$ cat src/rtl/reaction_timer_core.sv
// rtl/reaction_timer_core.sv - multi-player reaction-time game engine
// Holdoff from an on-chip LFSR, ms prescaler, false-start/timeout detection, best-time tracking.
module reaction_timer_core #(
  parameter int NUM_PLAYERS      = 2,
  parameter int TICK_DIV         = 100000,
  parameter int DELAY_MIN_MS     = 1000,
  parameter int DELAY_RANGE_LOG2 = 11,
  parameter int TIME_W           = 12,
  localparam int WIN_W           = (NUM_PLAYERS > 1) ? $clog2(NUM_PLAYERS) : 1
) (
  input  logic                   clk,
  input  logic                   rst,
  input  logic                   start_btn,
  input  logic [NUM_PLAYERS-1:0] player_btn,
  output logic                   led_ready,
  output logic                   led_go,
  output logic                   false_start,
  output logic                   timeout,
  output logic [WIN_W-1:0]       winner,
  output logic [TIME_W-1:0]      reaction_ms,
  output logic [TIME_W-1:0]      best_ms,
  output logic                   round_done,
  output logic [2:0]             state
);

  localparam int PRE_W = $clog2(TICK_DIV);
  localparam logic [TIME_W-1:0] MS_LAST = {{(TIME_W-1){1'b1}}, 1'b0};

  typedef enum logic [2:0] {
    S_IDLE  = 3'd0,
    S_ARMED = 3'd1,
    S_GO    = 3'd2,
    S_SCORE = 3'd3,
    S_FAULT = 3'd4
  } state_t;

  state_t            state_q, state_d;
  logic [15:0]       lfsr_q, lfsr_d;
  logic [15:0]       delay_q, delay_d;
  logic [PRE_W-1:0]  presc_q, presc_d;
  logic [TIME_W-1:0] ms_q, ms_d;
  logic [TIME_W-1:0] react_q, react_d;
  logic [TIME_W-1:0] best_q, best_d;
  logic [WIN_W-1:0]  win_q, win_d;
  logic              ready_q, ready_d;
  logic              go_q, go_d;
  logic              fs_q, fs_d;
  logic              to_q, to_d;
  logic              done_q, done_d;

  logic              tick;
  logic              any_press;
  logic [WIN_W-1:0]  press_idx;
  logic [15:0]       new_delay;

  assign tick      = (presc_q == PRE_W'(TICK_DIV - 1));
  assign any_press = |player_btn;
  assign new_delay = 16'(DELAY_MIN_MS) + 16'(lfsr_q[DELAY_RANGE_LOG2-1:0]);

  always_comb begin
    press_idx = '0;
    for (int i = NUM_PLAYERS - 1; i >= 0; i--) begin
      if (player_btn[i]) press_idx = WIN_W'(i);
    end
  end

  always_comb begin
    state_d = state_q;
    // Galois form of x^16+x^14+x^13+x^11+1; a nonzero seed never reaches zero
    lfsr_d  = lfsr_q[0] ? ((lfsr_q >> 1) ^ 16'hB400) : (lfsr_q >> 1);
    delay_d = delay_q;
    presc_d = tick ? '0 : presc_q + 1'b1;
    ms_d    = ms_q;
    react_d = react_q;
    best_d  = best_q;
    win_d   = win_q;
    fs_d    = fs_q;
    to_d    = to_q;

    case (state_q)
      S_IDLE: begin
        if (start_btn) begin
          state_d = S_ARMED;
          delay_d = new_delay;
        end
      end
      S_ARMED: begin
        if (tick) delay_d = delay_q - 16'd1;
        // A press always beats the final holdoff tick
        if (any_press) begin
          state_d = S_FAULT;
          win_d   = press_idx;
          fs_d    = 1'b1;
        end else if (tick && delay_q == 16'd1) begin
          state_d = S_GO;
          ms_d    = '0;
        end
      end
      S_GO: begin
        if (any_press) begin
          state_d = S_SCORE;
          win_d   = press_idx;
          react_d = ms_q;
          if (ms_q < best_q) best_d = ms_q;
        end else if (tick) begin
          if (ms_q == MS_LAST) begin
            state_d = S_SCORE;
            to_d    = 1'b1;
            react_d = '1;
          end else if (ms_q != '1) begin
            ms_d = ms_q + 1'b1;
          end
        end
      end
      S_SCORE, S_FAULT: begin
        if (start_btn) begin
          state_d = S_ARMED;
          delay_d = new_delay;
          fs_d    = 1'b0;
          to_d    = 1'b0;
        end
      end
      default: state_d = S_IDLE;
    endcase

    if (state_d != state_q && (state_d == S_ARMED || state_d == S_GO)) presc_d = '0;

    done_d  = (state_d != state_q) && (state_d == S_SCORE || state_d == S_FAULT);
    ready_d = (state_d == S_ARMED);
    go_d    = (state_d == S_GO);
  end

  always_ff @(posedge clk or posedge rst) begin
    if (rst) begin
      state_q <= S_IDLE;
      lfsr_q  <= 16'hACE1;
      delay_q <= '0;
      presc_q <= '0;
      ms_q    <= '0;
      react_q <= '0;
      best_q  <= '1;
      win_q   <= '0;
      ready_q <= 1'b0;
      go_q    <= 1'b0;
      fs_q    <= 1'b0;
      to_q    <= 1'b0;
      done_q  <= 1'b0;
    end else begin
      state_q <= state_d;
      lfsr_q  <= lfsr_d;
      delay_q <= delay_d;
      presc_q <= presc_d;
      ms_q    <= ms_d;
      react_q <= react_d;
      best_q  <= best_d;
      win_q   <= win_d;
      ready_q <= ready_d;
      go_q    <= go_d;
      fs_q    <= fs_d;
      to_q    <= to_d;
      done_q  <= done_d;
    end
  end

  assign led_ready   = ready_q;
  assign led_go      = go_q;
  assign false_start = fs_q;
  assign timeout     = to_q;
  assign winner      = win_q;
  assign reaction_ms = react_q;
  assign best_ms     = best_q;
  assign round_done  = done_q;
  assign state       = state_q;

endmodule

$ cat config.mk
export PLATFORM = sky130hd
export DESIGN_NAME = reaction_timer_core
export DESIGN_NICKNAME = d
export VERILOG_FILES = /design/src/rtl/reaction_timer_core.sv
export SDC_FILE = /design/constraint.sdc
export NUM_CORES = 1
export LEC_CHECK = 0
export BUFFER_PORTS_ARGS = -buffer_cell sky130_fd_sc_hd__buf_4
export CAP_MARGIN = 5
export CORE_MARGIN = 10
export CORE_UTILIZATION = 40
export CTS_BUF_LIST = sky130_fd_sc_hd__clkbuf_4
export DETAILED_ROUTE_END_ITERATION = 10
export GPL_ROUTABILITY_DRIVEN = 0
export MAX_ROUTING_LAYER = met4
export SYNTH_ARGS = -nofsm -noshare
export SYNTH_HDL_FRONTEND = slang
export SYNTH_SLANG_ARGS = --single-unit
$ cat constraint.sdc
create_clock -name clk -period 5.4 [get_ports clk]
set_input_delay 1.08 -clock clk [delete_from_list [all_inputs] [get_ports clk]]
set_output_delay 1.08 -clock clk [all_outputs]
set_load 0.02 [all_outputs]
==> flow_metrics.py <==
metrics = {
    "die": {
        "initial_core_util_pct": 41.3,
        "core_um2": 11500,
        "die_h_um": 129,
        "die_x_um": 129,
        "row_count": 39,
        "dieArea_um2": 16700,
        "pin_count": 38,
    },
    "drt": {
        "drc": 0,
        "ant_nets": 0,
        "wl_mm": 10.7,
        "dr.first_iter.drc_count": 275,
        "vias": 3664,
        "first_pass_iters": 5,
        "via_per_inst": 5.48,
        "wl_per_cell_um": 15.9,
    },
    "cells_and_area": {
        "area_growth_pct": 11.4,
        "drive_gt1_share_pct": 18.1,
        "finalInstanceArea_um2": 5300,
        "antenna_cells": 0,
        "layout.nets": 543,
        "seqCellArea_um2": 2380,
        "fillers": 1090,
        "multiInputGateArea_um2": 2220,
    },
    "timing": {
        "hold_viol": 0,
        "rsz0062_at_grt": "false",
        "whs_ps": 371,
        "min_period_ps": 3160,
        "period_share_pct": 58.5,
        "setup-tns-final_ps": 0,
        "setup_viol": 0,
        "fmax_mhz": 317,
        "finClkSkew_ps": 16.2,
        "drv_slew": 0,
        "layout_setup_ws_ps": 2240,
        "worst-slew-pin-transition_ps": 1180,
        "slew_headroom_pct": 20.9,
    },
    "setup_path": {
        "worst-path-max-fanout": 11,
        "worst_ep_required_time_ps": 5770,
        "arrival_ps": 3530,
        "crit_type": "reg2reg",
        "slowest_stage": "nor4b_2",
        "cp_cell_sequence": "or4b_4 > or4_4 > a21oi_1 > nor4b_2 > mux2_1",
        "slowest_delay_ps": 910,
        "critPathBufInv": 0,
        "crit_family": "simple AND/OR/NAND/NOR gates",
        "startpoint_type": "flip-flop",
        "end_kind": "flip-flop",
        "r2r_slack_ps": 2240,
    },
    "yosys": {
        "ys_warn_count": 0,
        "yosysUniqueCellTypes": 57,
        "seq_area_frac_synth_pct": 50.0,
        "synthCells": 487,
        "synth_area_leader_cell": "dfrtp_1",
        "synthArstFlopShare_pct": 100,
        "synth-seq-cells": 94,
        "ys_top_cells_by_area": "dfrtp_1, dfstp_2, nor2_1",
        "synth_edf_count": 0,
        "syn_area_per_cell_um2": 9.77,
        "synth_area_um2": 4760,
        "yosysMostFrequentCell": "dfrtp_1",
        "synthTopCellsByCount": "dfrtp_1, nor2_1, nand2_1, a21oi_1, o21ai_0",
        "synth_top_cell_area_share_pct": 38.9,
        "synthFlopType": "dfrtp_1",
        "synth_fp_nets": 509,
    },
    "clock_network": {
        "h-tree-depth": 3,
        "numClockSinks": 94,
        "cts_hold_buf": 0,
        "cts_setup_buffers": 0,
        "root_buffer": "clkbuf_4",
        "cts_resized": 0,
        "clkLatencyLatePin_ps": 470,
        "tritoncts": "yes",
        "clockBufferDepth": 2,
        "cts_buffers": 9,
        "path_clk_slew_ps": 140,
    },
    "place": {
        "hpwl_mm": 7.53,
        "pre_cts_slack_ps": 2270,
        "dpl_cell_area_um2": 5160,
        "io_buffers": 37,
    },
    "grt": {
        "grt_usage_pct": 13.9,
        "antenna_found_initial": 0,
        "overflow": 0,
        "grt_pass1_vias": 3680,
        "grt_max_degree": 49,
        "grt_pass1_wl_mm": 18.3,
    },
    "power": {
        "power.density_nw_per_um2": 256,
        "peakVddDrop_mv": 0.104,
        "total_power_uw": 1360,
        "p_leak_uw": 0.00231,
    },
    "flow_run": {
        "maxCapViolCount": 0,
    },
    "run_status": {
        "status": "finished clean",
    },
    "hold_path": {
        "hold_path_class": "reg2reg",
    },
}
-- registers in the layout (all words and copies together), names as in the netlist --
signal       cells
winner           1
reaction_ms     12
false_start      1
led_ready        1
lfsr_q          16
round_done       1
delay_q         16
led_go           1
state            3
ms_q            12
best_ms         12
timeout          1
presc_q         17
-- layer usage --
| metal | share of wire (%) | vias up | global-route usage, % | routed length (um) |
|---|---|---|---|---|
| met5 | 0 | - | - | 0 |
| met4 | 2.1 | 0 | 6.09 | 220 |
| met3 | 4.5 | 16 | 3.10 | 485 |
| met2 | 45 | 76 | 20.7 | 4750 |
| met1 | 49 | 1770 | 17.9 | 5210 |
| li1 | - | 1802 | - | - |
-- report_power, final --
group,internal (uW),total (uW),switching [uW]
registers,745,790,45.1
logic,77.4,202,124
clock network,134,366,232
-- path summary, 6_finish.rpt --
kind / endpoint / from / cells after the start
min in group asynchronous: presc_q[5]$_DFF_PP0_ / rst / 2
setup reg to reg: ms_q[1]$_DFFE_PP0P_ / presc_q[8]$_DFF_PP0_ / 5
max in group asynchronous: ms_q[0]$_DFFE_PP0P_ / rst / 3
hold / removal: lfsr_q[11]$_DFF_PP1_ / lfsr_q[12]$_DFF_PP0_ / 0
hold reg to reg: lfsr_q[11]$_DFF_PP1_ / lfsr_q[12]$_DFF_PP0_ / 0
setup / recovery: ms_q[1]$_DFFE_PP0P_ / presc_q[8]$_DFF_PP0_ / 5
-- worst reg2reg max path: cells and delay by family (launching register included) --
kind,cells,cell delay [ps]
flops,1,430
mux,1,390
compound gates,1,170
simple gates,3,2080
-- cell usage in the layout (no fill, tap or decap), types with 9 or more instances in the layout --
master and n:
nand2_1 49, clkbuf_4 9, dfstp_2 20, a31oi_1 9, o21ai_0 32, ha_1 17, nor3_1 9, inv_1 18
a21oi_1 32, dfrtp_1 74, nand3_1 16, mux2_2 11, xor2_1 15, nor2_1 57, buf_4 43
-- per-stage QoR --
step / instances / util (%)
floorplan: 487 / -
global placement: 651 / 44.8
detailed placement: 651 / 44.8
CTS: 667 / 45.9
global route: 669 / 46.0
finish: 669 / 46.0
-- cell type report --
class / instances / area share (%)
clock buffers: 9 / 1.28
clock inverters: 7 / 1.04
inverters: 19 / 1.37
multi-input cells: 354 / 42.0
flip-flops and latches: 94 / 44.9
well taps: 143 / 3.38
repair buffers: 43 / 6.09
-- kinds of logic after synthesis --
family	Yosys count	share of synthesized area (%)
and+or+nand+nor	185	20.0
DFF	94	50.0
xor gates and xnor gates	23	4.23
adders and majority gates	17	4.47
muxes	14	3.26
AOI/OAI and AO/OA	115	14.8
buffers and inverters	39	3.29
Power figures use the tool's default switching activity.
